==> src/rtl/slurm_regfile_pkg.sv <==
// rtl/slurm_regfile_pkg.sv - shared types and helpers for the banked register file
package slurm_regfile_pkg;

    typedef enum logic [1:0] {
        ST_IDLE    = 2'd0,
        ST_CLEAR   = 2'd1,
        ST_COPY_RD = 2'd2,
        ST_COPY_WR = 2'd3
    } seq_state_t;

    function automatic int depth(input int reg_bits, input int bank_bits);
        return 2 ** (reg_bits + bank_bits);
    endfunction

    // Packed multi-port buses place port p at [p*width +: width].
    function automatic int slice_lo(input int port, input int width);
        return port * width;
    endfunction

endpackage

==> src/rtl/regfile_ram_1r1w.sv <==
// rtl/regfile_ram_1r1w.sv - 1R1W block RAM with registered, write-first read port
module regfile_ram_1r1w #(
    parameter int AW = 6,
    parameter int DW = 16
) (
    input  logic          i_clk,
    input  logic          i_rst,
    input  logic          i_we,
    input  logic [AW-1:0] i_waddr,
    input  logic [DW-1:0] i_wdata,
    input  logic          i_re,
    input  logic [AW-1:0] i_raddr,
    output logic [DW-1:0] o_rdata
);

    logic [DW-1:0] r_mem [2**AW];
    logic [DW-1:0] r_rdata;

    always_ff @(posedge i_clk) begin
        if (i_we) begin
            r_mem[i_waddr] <= i_wdata;
        end
    end

    always_ff @(posedge i_clk) begin
        if (i_rst) begin
            r_rdata <= '0;
        end else if (i_re) begin
            r_rdata <= (i_we && (i_waddr == i_raddr)) ? i_wdata : r_mem[i_raddr];
        end
    end

    assign o_rdata = r_rdata;

endmodule

==> src/rtl/banked_register_file.sv <==
// rtl/banked_register_file.sv - multi-read banked register file with clear/copy sequencer
module banked_register_file
    import slurm_regfile_pkg::*;
#(
    parameter int REG_BITS  = 5,
    parameter int BITS      = 16,
    parameter int BANK_BITS = 1,
    parameter int NUM_READ  = 2
) (
    input  logic                         CLK,
    input  logic                         RST,
    input  logic [BANK_BITS-1:0]         bank_sel,
    input  logic                         wr_en,
    input  logic [REG_BITS-1:0]          wr_reg,
    input  logic [BITS-1:0]              wr_data,
    input  logic [NUM_READ*REG_BITS-1:0] rd_reg,
    output logic [NUM_READ*BITS-1:0]     rd_data,
    input  logic                         copy_start,
    input  logic [BANK_BITS-1:0]         copy_src,
    input  logic [BANK_BITS-1:0]         copy_dst,
    output logic                         busy,
    output logic                         copy_done
);

    localparam int AW    = REG_BITS + BANK_BITS;
    localparam int DEPTH = depth(REG_BITS, BANK_BITS);

    seq_state_t           r_state;
    logic [AW-1:0]        r_addr;
    logic [REG_BITS-1:0]  r_idx;
    logic [REG_BITS-1:0]  r_wr_idx;
    logic [BANK_BITS-1:0] r_src;
    logic [BANK_BITS-1:0] r_dst;
    logic                 r_copy_done;
    logic                 r_rd0_seq;
    logic [BITS-1:0]      r_rd0_hold;

    logic                 w_we;
    logic [AW-1:0]        w_waddr;
    logic [BITS-1:0]      w_wdata;
    logic                 w_user_re;
    logic                 w_seq_re;
    logic [AW-1:0]        w_seq_raddr;
    logic [BITS-1:0]      w_rdata [NUM_READ];

    always_comb begin
        w_we        = 1'b0;
        w_waddr     = '0;
        w_wdata     = '0;
        w_user_re   = 1'b0;
        w_seq_re    = 1'b0;
        w_seq_raddr = {r_src, r_idx};
        case (r_state)
            ST_IDLE: begin
                w_we      = wr_en;
                w_waddr   = {bank_sel, wr_reg};
                w_wdata   = wr_data;
                w_user_re = 1'b1;
            end
            ST_CLEAR: begin
                w_we    = 1'b1;
                w_waddr = r_addr;
            end
            ST_COPY_RD: begin
                w_seq_re = 1'b1;
            end
            ST_COPY_WR: begin
                w_we     = 1'b1;
                w_waddr  = {r_dst, r_wr_idx};
                w_wdata  = w_rdata[0];
                w_seq_re = ~&r_wr_idx;
            end
            default: ;
        endcase
    end

    always_ff @(posedge CLK) begin
        if (RST) begin
            r_state     <= ST_CLEAR;
            r_addr      <= '0;
            r_idx       <= '0;
            r_wr_idx    <= '0;
            r_src       <= '0;
            r_dst       <= '0;
            r_copy_done <= 1'b0;
            r_rd0_seq   <= 1'b0;
            r_rd0_hold  <= '0;
        end else begin
            r_copy_done <= 1'b0;
            // Port 0 shares its RAM with the copy engine; keep its last user value visible.
            if (!r_rd0_seq) begin
                r_rd0_hold <= w_rdata[0];
            end
            if (w_seq_re) begin
                r_rd0_seq <= 1'b1;
            end else if (w_user_re) begin
                r_rd0_seq <= 1'b0;
            end
            case (r_state)
                ST_IDLE: begin
                    if (copy_start) begin
                        if (copy_src == copy_dst) begin
                            r_copy_done <= 1'b1;
                        end else begin
                            r_src   <= copy_src;
                            r_dst   <= copy_dst;
                            r_idx   <= '0;
                            r_state <= ST_COPY_RD;
                        end
                    end
                end
                ST_CLEAR: begin
                    r_addr <= r_addr + 1'b1;
                    if (r_addr == AW'(DEPTH - 1)) begin
                        r_state <= ST_IDLE;
                    end
                end
                ST_COPY_RD: begin
                    r_wr_idx <= r_idx;
                    r_idx    <= r_idx + 1'b1;
                    r_state  <= ST_COPY_WR;
                end
                ST_COPY_WR: begin
                    if (&r_wr_idx) begin
                        r_state     <= ST_IDLE;
                        r_copy_done <= 1'b1;
                    end else begin
                        r_wr_idx <= r_idx;
                        r_idx    <= r_idx + 1'b1;
                    end
                end
                default: r_state <= ST_IDLE;
            endcase
        end
    end

    for (genvar p = 0; p < NUM_READ; p++) begin : g_copy
        logic [AW-1:0] w_raddr;
        logic          w_re;

        if (p == 0) begin : g_seq_port
            assign w_raddr = w_seq_re ? w_seq_raddr
                                      : {bank_sel, rd_reg[slice_lo(p, REG_BITS) +: REG_BITS]};
            assign w_re    = w_user_re | w_seq_re;
            assign rd_data[slice_lo(p, BITS) +: BITS] = r_rd0_seq ? r_rd0_hold : w_rdata[p];
        end else begin : g_user_port
            assign w_raddr = {bank_sel, rd_reg[slice_lo(p, REG_BITS) +: REG_BITS]};
            assign w_re    = w_user_re;
            assign rd_data[slice_lo(p, BITS) +: BITS] = w_rdata[p];
        end

        regfile_ram_1r1w #(
            .AW (AW),
            .DW (BITS)
        ) u_ram (
            .i_clk   (CLK),
            .i_rst   (RST),
            .i_we    (w_we),
            .i_waddr (w_waddr),
            .i_wdata (w_wdata),
            .i_re    (w_re),
            .i_raddr (w_raddr),
            .o_rdata (w_rdata[p])
        );
    end

    assign busy      = (r_state != ST_IDLE);
    assign copy_done = r_copy_done;

endmodule

==> config.mk <==
export PLATFORM = sky130hd
export DESIGN_NAME = banked_register_file
export DESIGN_NICKNAME = d
export VERILOG_FILES = /design/src/rtl/slurm_regfile_pkg.sv /design/src/rtl/regfile_ram_1r1w.sv /design/src/rtl/banked_register_file.sv
export SDC_FILE = /design/constraint.sdc
export NUM_CORES = 2
export LEC_CHECK = 0
export ABC_AREA = 0
export BUFFER_PORTS_ARGS = -buffer_cell sky130_fd_sc_hd__buf_2
export CORE_MARGIN = 10
export CORE_UTILIZATION = 35
export DETAILED_ROUTE_END_ITERATION = 16
export GPL_TIMING_DRIVEN = 0
export HOLD_SLACK_MARGIN = 0.12
export RECOVER_POWER = 25
export SKIP_LAST_GASP = 1
export SYNTH_ARGS = -nofsm -noshare
export SYNTH_HDL_FRONTEND = slang
export SYNTH_HIERARCHICAL = 1
export SYNTH_SLANG_ARGS = --single-unit
==> constraint.sdc <==
create_clock -name CLK -period 5 [get_ports CLK]
set_clock_uncertainty 0.1 [all_clocks]
set_input_delay 1 -clock CLK [delete_from_list [all_inputs] [get_ports CLK]]
set_output_delay 1 -clock CLK [all_outputs]
set_load 0.01 [all_outputs]
==> flow_metrics.tcl <==
set metrics [dict create \
    grtUsageTotal_pct 16.1 \
    drv_cap 0 \
    yosysUniqueCellTypes 52 \
    slew_violations 0 \
    ctsHoldBuffers 0 \
    synth_edf_count 2048 \
    synthFlopType "edfxtp_1" \
    cp-start-kind "flop" \
    ys_ff_latch 2118 \
    crit_type "reg2reg" \
    total_power_w 0.0431 \
    gp_congestion 0.893 \
    postSynthNetCount 3943 \
    timing.final.crit_period_ns 4.96 \
    viasPerCell 5.46 \
    yosysTopAreaCell "edfxtp_1" \
    critPathMaxFanout 10 \
    tns_ns 0 \
    die_h_um 505 \
    synthArstFlopShare_pct 0 \
    clk_pin_slew_ns 0.06 \
    ios 72 \
    finalCritPeriodShare_pct 99.2 \
    status "completed" \
    slew-limit-headroom_pct 9.39 \
    io_buffers 67 \
    top_layer_used "met5" \
    hold_class "reg2reg" \
    clock_sinks 2118 \
    area_growth_pct 17.2 \
    setup_viol 0 \
    yosys_warnings 6 \
    reg2reg_slack_ns 0.04 \
    grt_pass1_vias 42100 \
    via_count 41700 \
    leakagePower_nw 30.6 \
    core-area_mm2 0.233 \
    synth_top_area_share_pct 74.8 \
    clk_latency_ns 0.82 \
    tightestPinTransition_ns 1.36 \
    cts_buffers 199 \
    synth_area_mm2 0.0822 \
    nNetsFinal 4392 \
    ys_seq_area_share_pct 76.5 \
    fmax_mhz 202 \
    endpoint_kind "flop" \
    grt_pass1_wl_mm 304 \
    tritoncts "done" \
    drc 0 \
    drt-pass1-iter-count 6 \
    hold_violations 0 \
    drtIter0Drc 5035 \
    dpl.hpwl_mm 145 \
    wl_met3_mm 16.2 \
    syn_avg_cell_area_um2 21.1 \
    start_util_pct 35.2 \
    clk_path_buf_depth 3 \
    grt_start_max_net_pins 42 \
    worst_ir_drop_vdd_v 0.000311 \
    die-area_mm2 0.255 \
    overflow 0 \
    die_x_um 505 \
    crit_arrival_ns 5.51 \
    wl_met1_mm 88.3 \
    wl_met2_mm 101 \
    grt_setup_unrepaired "yes" \
    htreeDepth 4 \
    wl_per_cell_um 27.7 \
    root_buffer "clkbuf_16" \
    final_layout_size_suffix_gt1_share_pct 29.8 \
    antenna_found_initial 8 \
    required_ns 5.55 \
    totalWireLength_mm 212 \
    rows 177 \
    powerDensity_mw_per_mm2 448 \
    synthCells 3898 \
    ant_nets 0 \
    synthTopCellsByArea "edfxtp_1, mux4_2, a22oi_1" \
]
==> cell usage in the layout (no fill, tap or decap), drive strengths merged, types with 15 or more instances in the layout <==
| master | instances |
|---|---|
| mux2 | 22 |
| nand3 | 19 |
| nor2b | 19 |
| inv | 49 |
| a2111oi | 62 |
| a22oi | 236 |
| bufinv | 15 |
| edfxtp | 2048 |
| nor3b | 30 |
| mux2i | 47 |
| nor2 | 244 |
| mux4 | 512 |
| nand2 | 118 |
| clkinv | 77 |
| o22ai | 33 |
| dfxtp | 70 |
| a22o | 30 |
| and2 | 22 |
| buf | 366 |
| clkbuf | 376 |
==> synthesized netlist by cell type, types with 30 or more instances <==
master and n:
nand2_1 118, a22oi_1 236, buf_4 36, dfxtp_1 70
edfxtp_1 2048, clkbuf_1 100, inv_1 43, a22o_1 30
mux2i_1 47, nor3b_1 30, nor2_1 244, o22ai_1 32
buf_2 67, a2111oi_0 42, mux4_2 512
==> power breakdown <==
part | switching [W] | total (W) | internal [W]
Combinational | 0.00468 | 0.00725 | 0.00257
Clock | 0.00646 | 0.0148 | 0.00836
Sequential | 0.000367 | 0.0211 | 0.0207
==> worst max-delay path, stage by stage (launching register included) <==
cell and delay [ns]:
dfxtp_1 0.41, ha_1 0.17, buf_2 0.37, o21ai_0 0.24
nor2b_1 0.18, buf_2 0.19, mux2_2 0.24, buf_4 0.25
buf_4 0.35, buf_2 0.33, mux4_2 0.35, a22oi_1 0.42
nand2_1 0.18, a2111oi_0 0.77, a2111oi_0 0.21
==> stage by stage <==
step | hold WS, ns | setup WS [ns] | std cells | utilization (%) | instance area [um^2]
final | 0.396 | 0.0406 | 7640 | 41.3 | 96300
after global routing | 0.381 | -0.0805 | 7639 | 41.3 | 96300
after CTS | 0.345 | 0.00705 | 7637 | 41.3 | 96300
after detailed placement | 0.392 | -0.939 | 7276 | 38.5 | 89900
after global placement | 0.394 | -4.79 | 7097 | 37.1 | 86500
after floorplan | 0.346 | -0.249 | 3898 | - | 82200
==> what timing repair did <==
item | CTS | global route
buffers inserted | 0 | 3
pin swaps | 0 | 1
gates resized for setup | 23 | 22
endpoints found under the setup margin | 1979 | 374
==> state kept, by name, indices dropped and copies added, names as in the netlist <==
register and cells:
r_addr 6, r_wr_idx 5, r_state 2, g_copy.u_ram/r_mem 2048, g_copy.u_ram/o_rdata 32, r_rd0_hold 16
r_idx 5, r_rd0_seq 1, copy_done 1, r_src 1, r_dst 1
==> final cells by class <==
class | count | area [um^2]
repair buffers | 249 | 3320
diodes | 1 | 2.50
multi-input cells | 1498 | 18400
well taps | 3132 | 3920
fillers | 20300 | 137000
clock buffers | 256 | 5390
plain buffers | 238 | 1320
inverters | 43 | 161
flip-flops and latches | 2118 | 62900
clock inverters | 105 | 940
==> kinds of logic (layout without fill, tap and decap cells) <==
group	count (synthesis)	after routing	synth area share, %
AOI/OAI and AO/OA	397	397	3.75
xor gates and xnor gates	17	17	0.181
adders and majority gates	7	7	0.107
buffers and inverters	282	891	1.78
DFF	2118	2118	76.5
muxes	581	581	14.9
other	0	1	0
and+or+nand+nor	496	496	2.75
==> routing by layer <==
metal	global-route usage, %	up-vias
met5	0	-
met4	4.66	2
met3	3.02	342
met2	25.7	1742
met1	22.6	22400
li1	-	17300
==> worst paths after layout <==
path	startpoint	endpoint	cells past startpoint
worst max-delay path	r_state[0]	g_copy[0].u_ram/o_rdata[6]	14
worst max register to register	r_state[0]	g_copy[0].u_ram/o_rdata[6]	14
worst min-delay path	r_dst	r_dst	2
worst min register to register	r_dst	r_dst	2
(Power assumes the default switching activity.)
